--- src/rtl/fifo_rd_pkg.sv ---
// Shared types and constants for the 64-to-16 FIFO read-side drain engine.
package fifo_rd_pkg;

  localparam int BEATS_PER_WORD = 4;

  typedef logic [1:0]  beat_idx_t;
  typedef logic [63:0] word_t;

endpackage

--- src/rtl/fifo_rd_wordbuf.sv ---
// Two-entry 64-bit word buffer with push, pop and occupancy count.
module fifo_rd_wordbuf
  import fifo_rd_pkg::*;
(
  input  logic       clk,
  input  logic       rst_n,
  input  logic       push,
  input  word_t      push_data,
  input  logic       pop,
  output word_t      head,
  output logic [1:0] count
);

  word_t      mem_q [0:1];
  word_t      mem_d [0:1];
  logic       wr_ptr_q, wr_ptr_d;
  logic       rd_ptr_q, rd_ptr_d;
  logic [1:0] cnt_q, cnt_d;

  // Push and pop in the same cycle leave the count unchanged while the head advances.
  always_comb begin
    mem_d    = mem_q;
    wr_ptr_d = wr_ptr_q;
    rd_ptr_d = rd_ptr_q;
    cnt_d    = cnt_q;
    if (push) begin
      mem_d[wr_ptr_q] = push_data;
      wr_ptr_d        = ~wr_ptr_q;
    end
    if (pop) begin
      rd_ptr_d = ~rd_ptr_q;
    end
    cnt_d = cnt_q + {1'b0, push} - {1'b0, pop};
  end

  always_ff @(posedge clk or negedge rst_n) begin
    if (!rst_n) begin
      mem_q[0] <= '0;
      mem_q[1] <= '0;
      wr_ptr_q <= 1'b0;
      rd_ptr_q <= 1'b0;
      cnt_q    <= 2'd0;
    end else begin
      mem_q    <= mem_d;
      wr_ptr_q <= wr_ptr_d;
      rd_ptr_q <= rd_ptr_d;
      cnt_q    <= cnt_d;
    end
  end

  assign head  = mem_q[rd_ptr_q];
  assign count = cnt_q;

endmodule

--- src/rtl/fifo_rd_stream_64to16.sv ---
// FIFO read drain: credit-based rd_en issue, read-latency tracking and 64-to-16 serializer.
// Build option FIFO_RD_MSB_FIRST_EN emits the most significant halfword of each word first.
module fifo_rd_stream_64to16
  import fifo_rd_pkg::*;
#(
  parameter int c_RD_DATA_WIDTH = 64,
  parameter int c_OUT_WIDTH     = 16,
  parameter int c_RD_LATENCY    = 1,
  parameter int c_CNT_WIDTH     = 16
) (
  input  logic                       rd_clk,
  input  logic                       rd_rst_n,
  output logic                       rd_en,
  output logic                       rd_oce,
  input  logic                       rd_empty,
  input  logic [c_RD_DATA_WIDTH-1:0] rd_data,
  output logic                       o_valid,
  input  logic                       o_ready,
  output logic [c_OUT_WIDTH-1:0]     o_data,
  output logic                       o_last,
  output logic [c_CNT_WIDTH-1:0]     o_word_cnt,
  output logic                       busy
);

  // Output stream: a beat moves on a cycle where o_valid && o_ready; once o_valid
  // rises, o_valid, o_data and o_last hold until that beat has been accepted.

  logic [c_RD_LATENCY-1:0] lat_q, lat_d;
  beat_idx_t               beat_idx_q, beat_idx_d;
  logic [c_CNT_WIDTH-1:0]  word_cnt_q, word_cnt_d;

  logic [1:0] buf_cnt;
  logic [1:0] inflight;
  logic [2:0] credit_sum;
  word_t      head;
  logic       capture;
  logic       xfer;
  logic       pop;
  beat_idx_t  sel;

  fifo_rd_wordbuf u_wordbuf (
    .clk       (rd_clk),
    .rst_n     (rd_rst_n),
    .push      (capture),
    .push_data (rd_data),
    .pop       (pop),
    .head      (head),
    .count     (buf_cnt)
  );

  always_comb begin
    inflight = 2'd0;
    for (int i = 0; i < c_RD_LATENCY; i++) begin
      inflight = inflight + {1'b0, lat_q[i]};
    end
  end

  // Credits use registered occupancy only, so a pop this cycle frees its slot next cycle.
  assign credit_sum = {1'b0, buf_cnt} + {1'b0, inflight};
  assign rd_en      = !rd_empty && (credit_sum < 3'd2);
  assign rd_oce     = 1'b1;
  assign capture    = lat_q[c_RD_LATENCY-1];

  assign o_valid = (buf_cnt != 2'd0);
  assign xfer    = o_valid && o_ready;
  assign pop     = xfer && (beat_idx_q == beat_idx_t'(BEATS_PER_WORD - 1));
  assign o_last  = (beat_idx_q == beat_idx_t'(BEATS_PER_WORD - 1));

`ifdef FIFO_RD_MSB_FIRST_EN
  assign sel = ~beat_idx_q;
`else
  assign sel = beat_idx_q;
`endif

  assign o_data     = o_valid ? head[int'(sel)*c_OUT_WIDTH +: c_OUT_WIDTH] : '0;
  assign o_word_cnt = word_cnt_q;
  assign busy       = (buf_cnt != 2'd0) || (inflight != 2'd0);

  always_comb begin
    lat_d      = lat_q;
    beat_idx_d = beat_idx_q;
    word_cnt_d = word_cnt_q;
    lat_d[0] = rd_en;
    for (int i = 1; i < c_RD_LATENCY; i++) begin
      lat_d[i] = lat_q[i-1];
    end
    if (xfer) begin
      beat_idx_d = beat_idx_q + 2'd1;
    end
    if (pop) begin
      word_cnt_d = word_cnt_q + 1'b1;
    end
  end

  always_ff @(posedge rd_clk or negedge rd_rst_n) begin
    if (!rd_rst_n) begin
      lat_q      <= '0;
      beat_idx_q <= '0;
      word_cnt_q <= '0;
    end else begin
      lat_q      <= lat_d;
      beat_idx_q <= beat_idx_d;
      word_cnt_q <= word_cnt_d;
    end
  end

endmodule

--- config.mk ---
export PLATFORM = sky130hd
export DESIGN_NAME = fifo_rd_stream_64to16
export DESIGN_NICKNAME = d
export VERILOG_FILES = /design/src/rtl/fifo_rd_pkg.sv /design/src/rtl/fifo_rd_wordbuf.sv /design/src/rtl/fifo_rd_stream_64to16.sv
export SDC_FILE = /design/constraint.sdc
export NUM_CORES = 1
export LEC_CHECK = 0
export BUFFER_PORTS_ARGS = -buffer_cell sky130_fd_sc_hd__buf_2
export CAP_MARGIN = 20
export CORE_ASPECT_RATIO = 1.1
export CORE_MARGIN = 2
export CORE_UTILIZATION = 58
export DETAILED_ROUTE_END_ITERATION = 12
export PLACE_DENSITY = 0.81
export REMOVE_ABC_BUFFERS = 1
export SLEW_MARGIN = 20
export SYNTH_ARGS = -nofsm -noshare
export SYNTH_HDL_FRONTEND = slang
export SYNTH_HIERARCHICAL = 1
export SYNTH_SLANG_ARGS = --single-unit
export TNS_END_PERCENT = 5
--- constraint.sdc ---
create_clock -name rd_clk -period 2.7 [get_ports rd_clk]
set_input_delay 0.54 -clock rd_clk [delete_from_list [all_inputs] [get_ports rd_clk]]
set_output_delay 0.54 -clock rd_clk [all_outputs]
set_load 0.005 [all_outputs]
==> results of run 1 <==
==> worst register-to-register path, cell delays in order, from the launching register on <==
cell     delay [ps]
dfrtp_1         340
buf_4           250
ha_1            250
o211a_1         380
ha_1            290
inv_1            60
ha_1            150
xnor2_1         130
xnor2_1         130
==> logic make-up after synthesis <==
logic type,count (synthesis)
AOI/OAI and AO/OA,2
xor gates and xnor gates,20
adders and majority gates,4
buffers and inverters,31
DFF,151
muxes,210
other,1
and+or+nand+nor,46
==> state kept, by name (all words and copies together) (netlist names) <==
register and count:
u_wordbuf/wr_ptr_q 1, beat_idx_q 2, u_wordbuf/count 2, u_wordbuf/rd_ptr_q 1, o_word_cnt 16, u_wordbuf/mem_q 128, capture 1
==> layer usage <==
layer / vias up / share of wire [%] / GRT usage (%)
li1: 1891 / - / -
met3: 17 / 3.9 / 6.12
met4: 0 / 1.4 / 7.18
met5: - / 0 / 0
met1: 2192 / 45 / 29.6
met2: 90 / 50 / 36.0
==> Yosys cell counts, types with 5 or more instances <==
cell type  instances
mux2_4            60
mux4_2            16
mux2_1             5
buf_6              7
dfrtp_1          151
xnor2_1           11
buf_2              8
nand2_1            5
buf_12             6
xor2_1             8
mux2_2           129
nor2b_1           16
==> layout make-up <==
class / count / area, um^2
Sequential cell: 151 / 3780
Timing Repair Buffer: 119 / 709
Multi-Input combinational cell: 283 / 3350
Tap cell: 157 / 196
Inverter: 4 / 15.0
Fill cell: 859 / 3880
Clock inverter: 11 / 155
Clock buffer: 20 / 447
==> worst max-delay path by stage <==
stage,endpoint,from,cells past startpoint
6_report,o_data[3],u_wordbuf/rd_ptr_q,5
5_1_grt,o_data[3],u_wordbuf/rd_ptr_q,5
4_1_cts,o_data[8],u_wordbuf/rd_ptr_q,5
3_5_place_dp,o_data[0],u_wordbuf/rd_ptr_q,5
3_3_place_gp,o_data[0],u_wordbuf/rd_ptr_q,5
2_1_floorplan,o_data[0],u_wordbuf/rd_ptr_q,3
==> where the power goes <==
group / leakage, nW / total (mW) / switching, mW / internal (mW)
Combinational: 1.90 / 4.79 / 1.68 / 3.11
Sequential: 1.80 / 4.00 / 0.654 / 3.35
Clock: 0.303 / 2.43 / 0.878 / 1.55
==> through the flow <==
| step | util (%) | cells | worst slack [ps] |
|---|---|---|---|
| after CTS | 68.7 | 744 | -50.1 |
| after global routing | 69.0 | 745 | -98.5 |
| after global placement | 63.8 | 713 | 442 |
| after floorplan | - | 438 | -462 |
| after detailed placement | 63.8 | 713 | 412 |
| final | 69.0 | 745 | -37.3 |
==> what timing repair did <==
| action | CTS | global route |
|---|---|---|
| pin swaps | 0 | 0 |
| cloned | 0 | 1 |
| buffers inserted | 0 | 0 |
| gates resized for setup | 3 | 5 |
| setup endpoints to repair | 9 | 16 |
| hold endpoints to repair | 0 | 0 |
==> results.py, run 1 <==
metrics = {
    "status": {
        "outcome": "complete, but fails checks",
        "violations": "setup timing",
    },
    "setup_path": {
        "r2r-start": "beat_idx_q[0]",
        "crit_slowest_cell": "mux4_2",
        "rrSetupSlack_ps": 640,
        "r2r_end": "u_wordbuf/count[1]",
        "cp.buffers_inverters": 2,
        "crit_fanout": 28,
        "crit_chain": "buf_12 > mux2_2 > mux4_2 > nor2b_1 > buf_2",
        "cp.required_ps": 2160,
        "crit_path_max_incr_delay_ps": 460,
        "critPathTopFamily": "multiplexers",
        "end_kind": "output port",
        "cp-start-kind": "flop",
        "reg2reg_depth": 8,
        "crit_type": "reg2out",
        "crit_arrival_ps": 2200,
    },
    "drt": {
        "vias": 4190,
        "via_per_inst": 5.62,
        "wire_per_inst_um": 19.4,
        "route.detailed.drc": 0,
        "drtIter0Drc": 190,
        "routed_wirelength_um": 14500,
        "firstDrtPassIters": 4,
        "ant_nets": 0,
    },
    "clocking": {
        "root_buffer": "clkbuf_16",
        "ctsHoldBuffers": 0,
        "path_clk_slew_ps": 60,
        "clock_latency_ps": 420,
        "cts_buffer_depth": 2,
        "clock-sinks": 151,
        "cts_buffers": 17,
        "cts_tree": "built",
        "cts-htree-levels": 4,
    },
    "finish": {
        "stdcell_area_mm2": 0.00865,
        "area_growth_pct": 17.1,
        "n_antenna_cell": 0,
        "final_common_cell": "dfrtp_1",
        "layout-drive-gt1-share_pct": 61.6,
        "final_nets": 648,
        "layout_common_cells": "150 x dfrtp_1, 123 x mux2_2, 102 x buf_2",
    },
    "yosys": {
        "ys_seq_area_share_pct": 51.1,
        "syn_area_mm2": 0.00739,
        "synth_top_family_by_area": "multiplexers",
        "synth_fa_ha_area_share_pct": 0.677,
        "yosys-top-cells-area": "dfrtp_1 51%, mux2_2 20%, mux2_4 12%",
        "syn_inst": 465,
        "synthArstFlopShare_pct": 100,
        "yosysTopAreaCellShare_pct": 51.1,
        "synth-edff-count": 0,
        "synthFlopType": "dfrtp_1",
        "avgSynthCellArea_um2": 15.9,
        "synth_area_leader_cell": "dfrtp_1",
        "ys_seq_elements": 151,
        "synthXorXnorAreaFrac_pct": 2.47,
        "yosys.area_share.simple_pct": 4.00,
        "synth.area.mux_share_pct": 37.5,
        "synth_cell_types": 34,
        "yosysWarnings": 6,
        "synth_compound_area_share_pct": 0.237,
    },
    "pwr": {
        "powerDensity_mw_per_mm2": 1300,
        "p_leak_nw": 4.00,
        "max-vdd-ir-drop_mv": 0.657,
        "total_power_mw": 11.2,
    },
    "floorplanning": {
        "die_h_um": 122,
        "pin_count": 105,
        "placeableCoreArea_mm2": 0.0125,
        "die_w_um": 112,
        "initial_core_util_pct": 59.0,
        "fp-row-count": 43,
        "die_area_mm2": 0.0137,
    },
    "sta": {
        "timing.final.crit_share_pct": 101,
        "finalSetupViolations": 12,
        "hold_viol": 0,
        "fin_setup_tns_ps": -163,
        "finalMaxSlewViolations": 0,
        "fin_ws_ps": -37.3,
        "finClkSkew_ps": 4.80,
        "worstMarginPinSlew_ps": 736,
        "fin_crit_ps": 2740,
        "fmax_ghz": 0.365,
        "grt_setup_unrepaired": "true",
        "holdWs_ps": 149,
        "slew_headroom_pct": 51.0,
    },
    "place": {
        "place.gp.congestion": 0.730,
        "hpwlAfterDp_um": 9150,
        "placed_cell_area_mm2": 0.00800,
        "io_buffer_count": 103,
    },
    "global_route": {
        "grt_pass1_wl_um": 23500,
        "grt_max_degree": 78,
        "grt.overflow.total": 0,
        "grt_pass1_vias": 4628,
        "grtUsageTotal_pct": 22.3,
        "antenna_found_initial": 0,
    },
    "job": {
        "maxCapViolCount": 0,
    },
    "worst_hold_path": {
        "hold_path_class": "in2async",
    },
}
(Power assumes the default switching activity.)
==> inputs of run 2 (changes only) <==
- ABC_AREA: unset -> 1
- PLACE_DENSITY: 0.81 -> 0.8
==> results.py, run 2 <==
metrics = {
    "status": {
        "outcome": "finished clean",
    },
    "global_route": {
        "grt_pass1_wl_um": 28200,
        "grt.overflow.total": 0,
        "grt_max_degree": 64,
        "grtUsageTotal_pct": 25.0,
        "grt_pass1_vias": 5943,
        "antenna_found_initial": 0,
    },
    "place": {
        "hpwlAfterDp_um": 10400,
        "place.gp.congestion": 0.762,
        "io_buffer_count": 103,
        "dp_slack_ps": 395,
    },
    "yosys": {
        "yosysTopAreaCellShare_pct": 48.9,
        "synth_cell_types": 29,
        "synthFlopType": "dfrtp_1",
        "ys_seq_area_share_pct": 48.9,
        "yosysMostFrequentCell": "nand2_1",
        "ys_seq_elements": 151,
        "synth_area_leader_cell": "dfrtp_1",
        "syn_inst": 956,
        "avgSynthCellArea_um2": 8.09,
        "yosysWarnings": 6,
        "syn_area_mm2": 0.00773,
        "yosys-top-cells-count": "239 x nand2_1, 151 x dfrtp_1, 148 x inv_1",
        "yosys-top-cells-area": "dfrtp_1 49%, nand2_1 12%, inv_1 7.2%",
        "synth-edff-count": 0,
        "synthArstFlopShare_pct": 100,
    },
    "pwr": {
        "p_leak_nw": 4.66,
        "max-vdd-ir-drop_mv": 0.600,
        "powerDensity_mw_per_mm2": 1200,
    },
    "sta": {
        "finalSetupViolations": 0,
        "timing.final.crit_share_pct": 94.9,
        "hold_viol": 0,
        "slew_headroom_pct": 55.7,
        "holdWs_ps": 88.9,
        "fin_crit_ps": 2560,
        "grt_setup_unrepaired": "false",
        "finalMaxSlewViolations": 0,
        "fmax_ghz": 0.390,
        "worstMarginPinSlew_ps": 665,
        "finClkSkew_ps": 5.64,
        "fin_ws_ps": 138,
        "fin_setup_tns_ps": 0,
    },
    "finish": {
        "largest_register": "u_wordbuf/mem_q",
        "final_common_cell": "nand2_1",
        "largest_register_ffs": 128,
        "layout-drive-gt1-share_pct": 22.0,
        "fillers": 1100,
        "fin_util_pct": 67.6,
        "n_antenna_cell": 0,
        "area_growth_pct": 14.5,
        "layout_common_cells": "238 x nand2_1, 149 x dfrtp_1, 148 x inv_1",
        "final_nets": 1117,
    },
    "drt": {
        "vias": 6238,
        "route.detailed.drc": 0,
        "routed_wirelength_um": 16800,
        "wire_per_inst_um": 13.8,
        "firstDrtPassIters": 5,
        "ant_nets": 0,
        "drtIter0Drc": 433,
        "via_per_inst": 5.12,
    },
    "floorplanning": {
        "die_area_mm2": 0.0143,
        "pin_count": 105,
        "fp-row-count": 44,
        "placeableCoreArea_mm2": 0.0131,
        "die_w_um": 114,
        "die_h_um": 125,
        "initial_core_util_pct": 59.0,
    },
    "clocking": {
        "clock_latency_ps": 430,
        "cts_buffer_depth": 2,
        "clock-sinks": 151,
        "path_clk_slew_ps": 60,
        "ctsHoldBuffers": 0,
        "cts-htree-levels": 4,
        "cts_tree": "built",
        "root_buffer": "clkbuf_16",
        "cts_buffers": 17,
    },
    "worst_hold_path": {
        "hold_path_class": "in2async",
    },
    "setup_path": {
        "crit_arrival_ps": 2020,
        "cp.required_ps": 2160,
        "crit_chain": "buf_6 > o21ai_0 > nor2_1 > nor2_1 > o21ai_0 > a21oi_1 > buf_2",
        "reg2reg_depth": 9,
        "critPathTopFamily": "flip-flops",
        "crit_cells": 7,
        "cp-start-kind": "flop",
        "end_kind": "output port",
        "crit_path_max_incr_delay_ps": 580,
        "crit_slowest_cell": "dfrtp_4",
        "crit_fanout": 16,
        "crit_type": "reg2out",
        "cp.buffers_inverters": 2,
    },
    "job": {
        "maxCapViolCount": 0,
    },
}
## run 2: cell types whose count changed in the layout (fill, tap and decap cells not counted), sizes merged, moves of 5 or more
cell | before | now
a21oi | 0 | 16
buf | 118 | 124
clkinvlp | 0 | 5
inv | 4 | 152
mux2 | 194 | 0
mux4 | 16 | 0
nand2 | 6 | 241
nand3b | 0 | 5
nor2 | 4 | 84
nor2b | 17 | 0
o21ai | 0 | 225
xnor2 | 11 | 1
## run 2: cell families (layout without fill, tap and decap cells)
group,count (synthesis),after routing,share of synthesized area [%]
AND/OR/NAND/NOR,341,341,17.9
XOR/XNOR,11,11,1.25
buffers and inverters,206,308,12.7
adder cells (fa/ha/maj),4,4,0.647
other,1,1,0.0485
AO/OA/AOI/OAI,242,242,18.6
flip-flops,151,151,48.9
## run 2: cell type report
cell class	count	area (um^2)	share of cell area [%]
Sequential cell	151	3780	42.7
Multi-Input combinational cell	599	2990	33.7
Timing Repair Buffer	124	741	8.36
Inverter	152	571	6.44
Clock buffer	19	443	5.00
Tap cell	161	201	2.27
Clock inverter	13	131	1.48
## run 2: worst register-to-register path: stages (launching register included)
cell     delay (ps)
dfrtp_2         540
ha_1            320
inv_1           100
nor3_4          320
ha_1            290
inv_1            50
ha_1            150
inv_1            40
nand2_1          50
nand2_1          40
## run 2: layer usage
| layer | GRT usage (%) | routed length, um |
|---|---|---|
| met3 | 4.41 | 702 |
| met1 | 33.2 | 7350 |
| met4 | 7.82 | 266 |
| met5 | 0 | 0 |
| met2 | 41.9 | 8510 |
## run 2: through the flow
step | total power, mW | instance area, um^2 | cells
3_5_place_dp | 8.18 | 8230 | 1183
6_report | 10.7 | 8860 | 1219
5_1_grt | 11.6 | 8860 | 1219
4_1_cts | 10.6 | 8830 | 1216
3_3_place_gp | 8.04 | 8230 | 1183
2_1_floorplan | 6.87 | 7320 | 902
## run 2: path summary, 6_finish.rpt
path	start	to	slack, ps
worst max register to register	beat_idx_q[1]	u_wordbuf/count[1]	680
worst min-delay path	rd_rst_n	u_wordbuf/mem_q[2]	90
worst min register to register	u_wordbuf/mem_q[8]	u_wordbuf/mem_q[8]	480
worst max-delay path	u_wordbuf/rd_ptr_q	o_data[12]	140
max in group asynchronous	rd_rst_n	u_wordbuf/mem_q[23]	1830
min in group rd_clk	rd_empty	capture	350
## run 2: repair_timing
| item | in CTS | in global routing |
|---|---|---|
| buffers inserted | 1 | 3 |
| pin swaps | 0 | 0 |
| gates resized for setup | 0 | 1 |
| setup endpoints to repair | 10 | 11 |
## run 2: where the power goes
group          switching (mW)  internal [mW]  leakage (nW)
Clock                   0.944           1.37         0.271
Sequential              0.678           3.30          1.86
Combinational            2.63           1.74          2.53
Total                    4.25           6.42          4.66
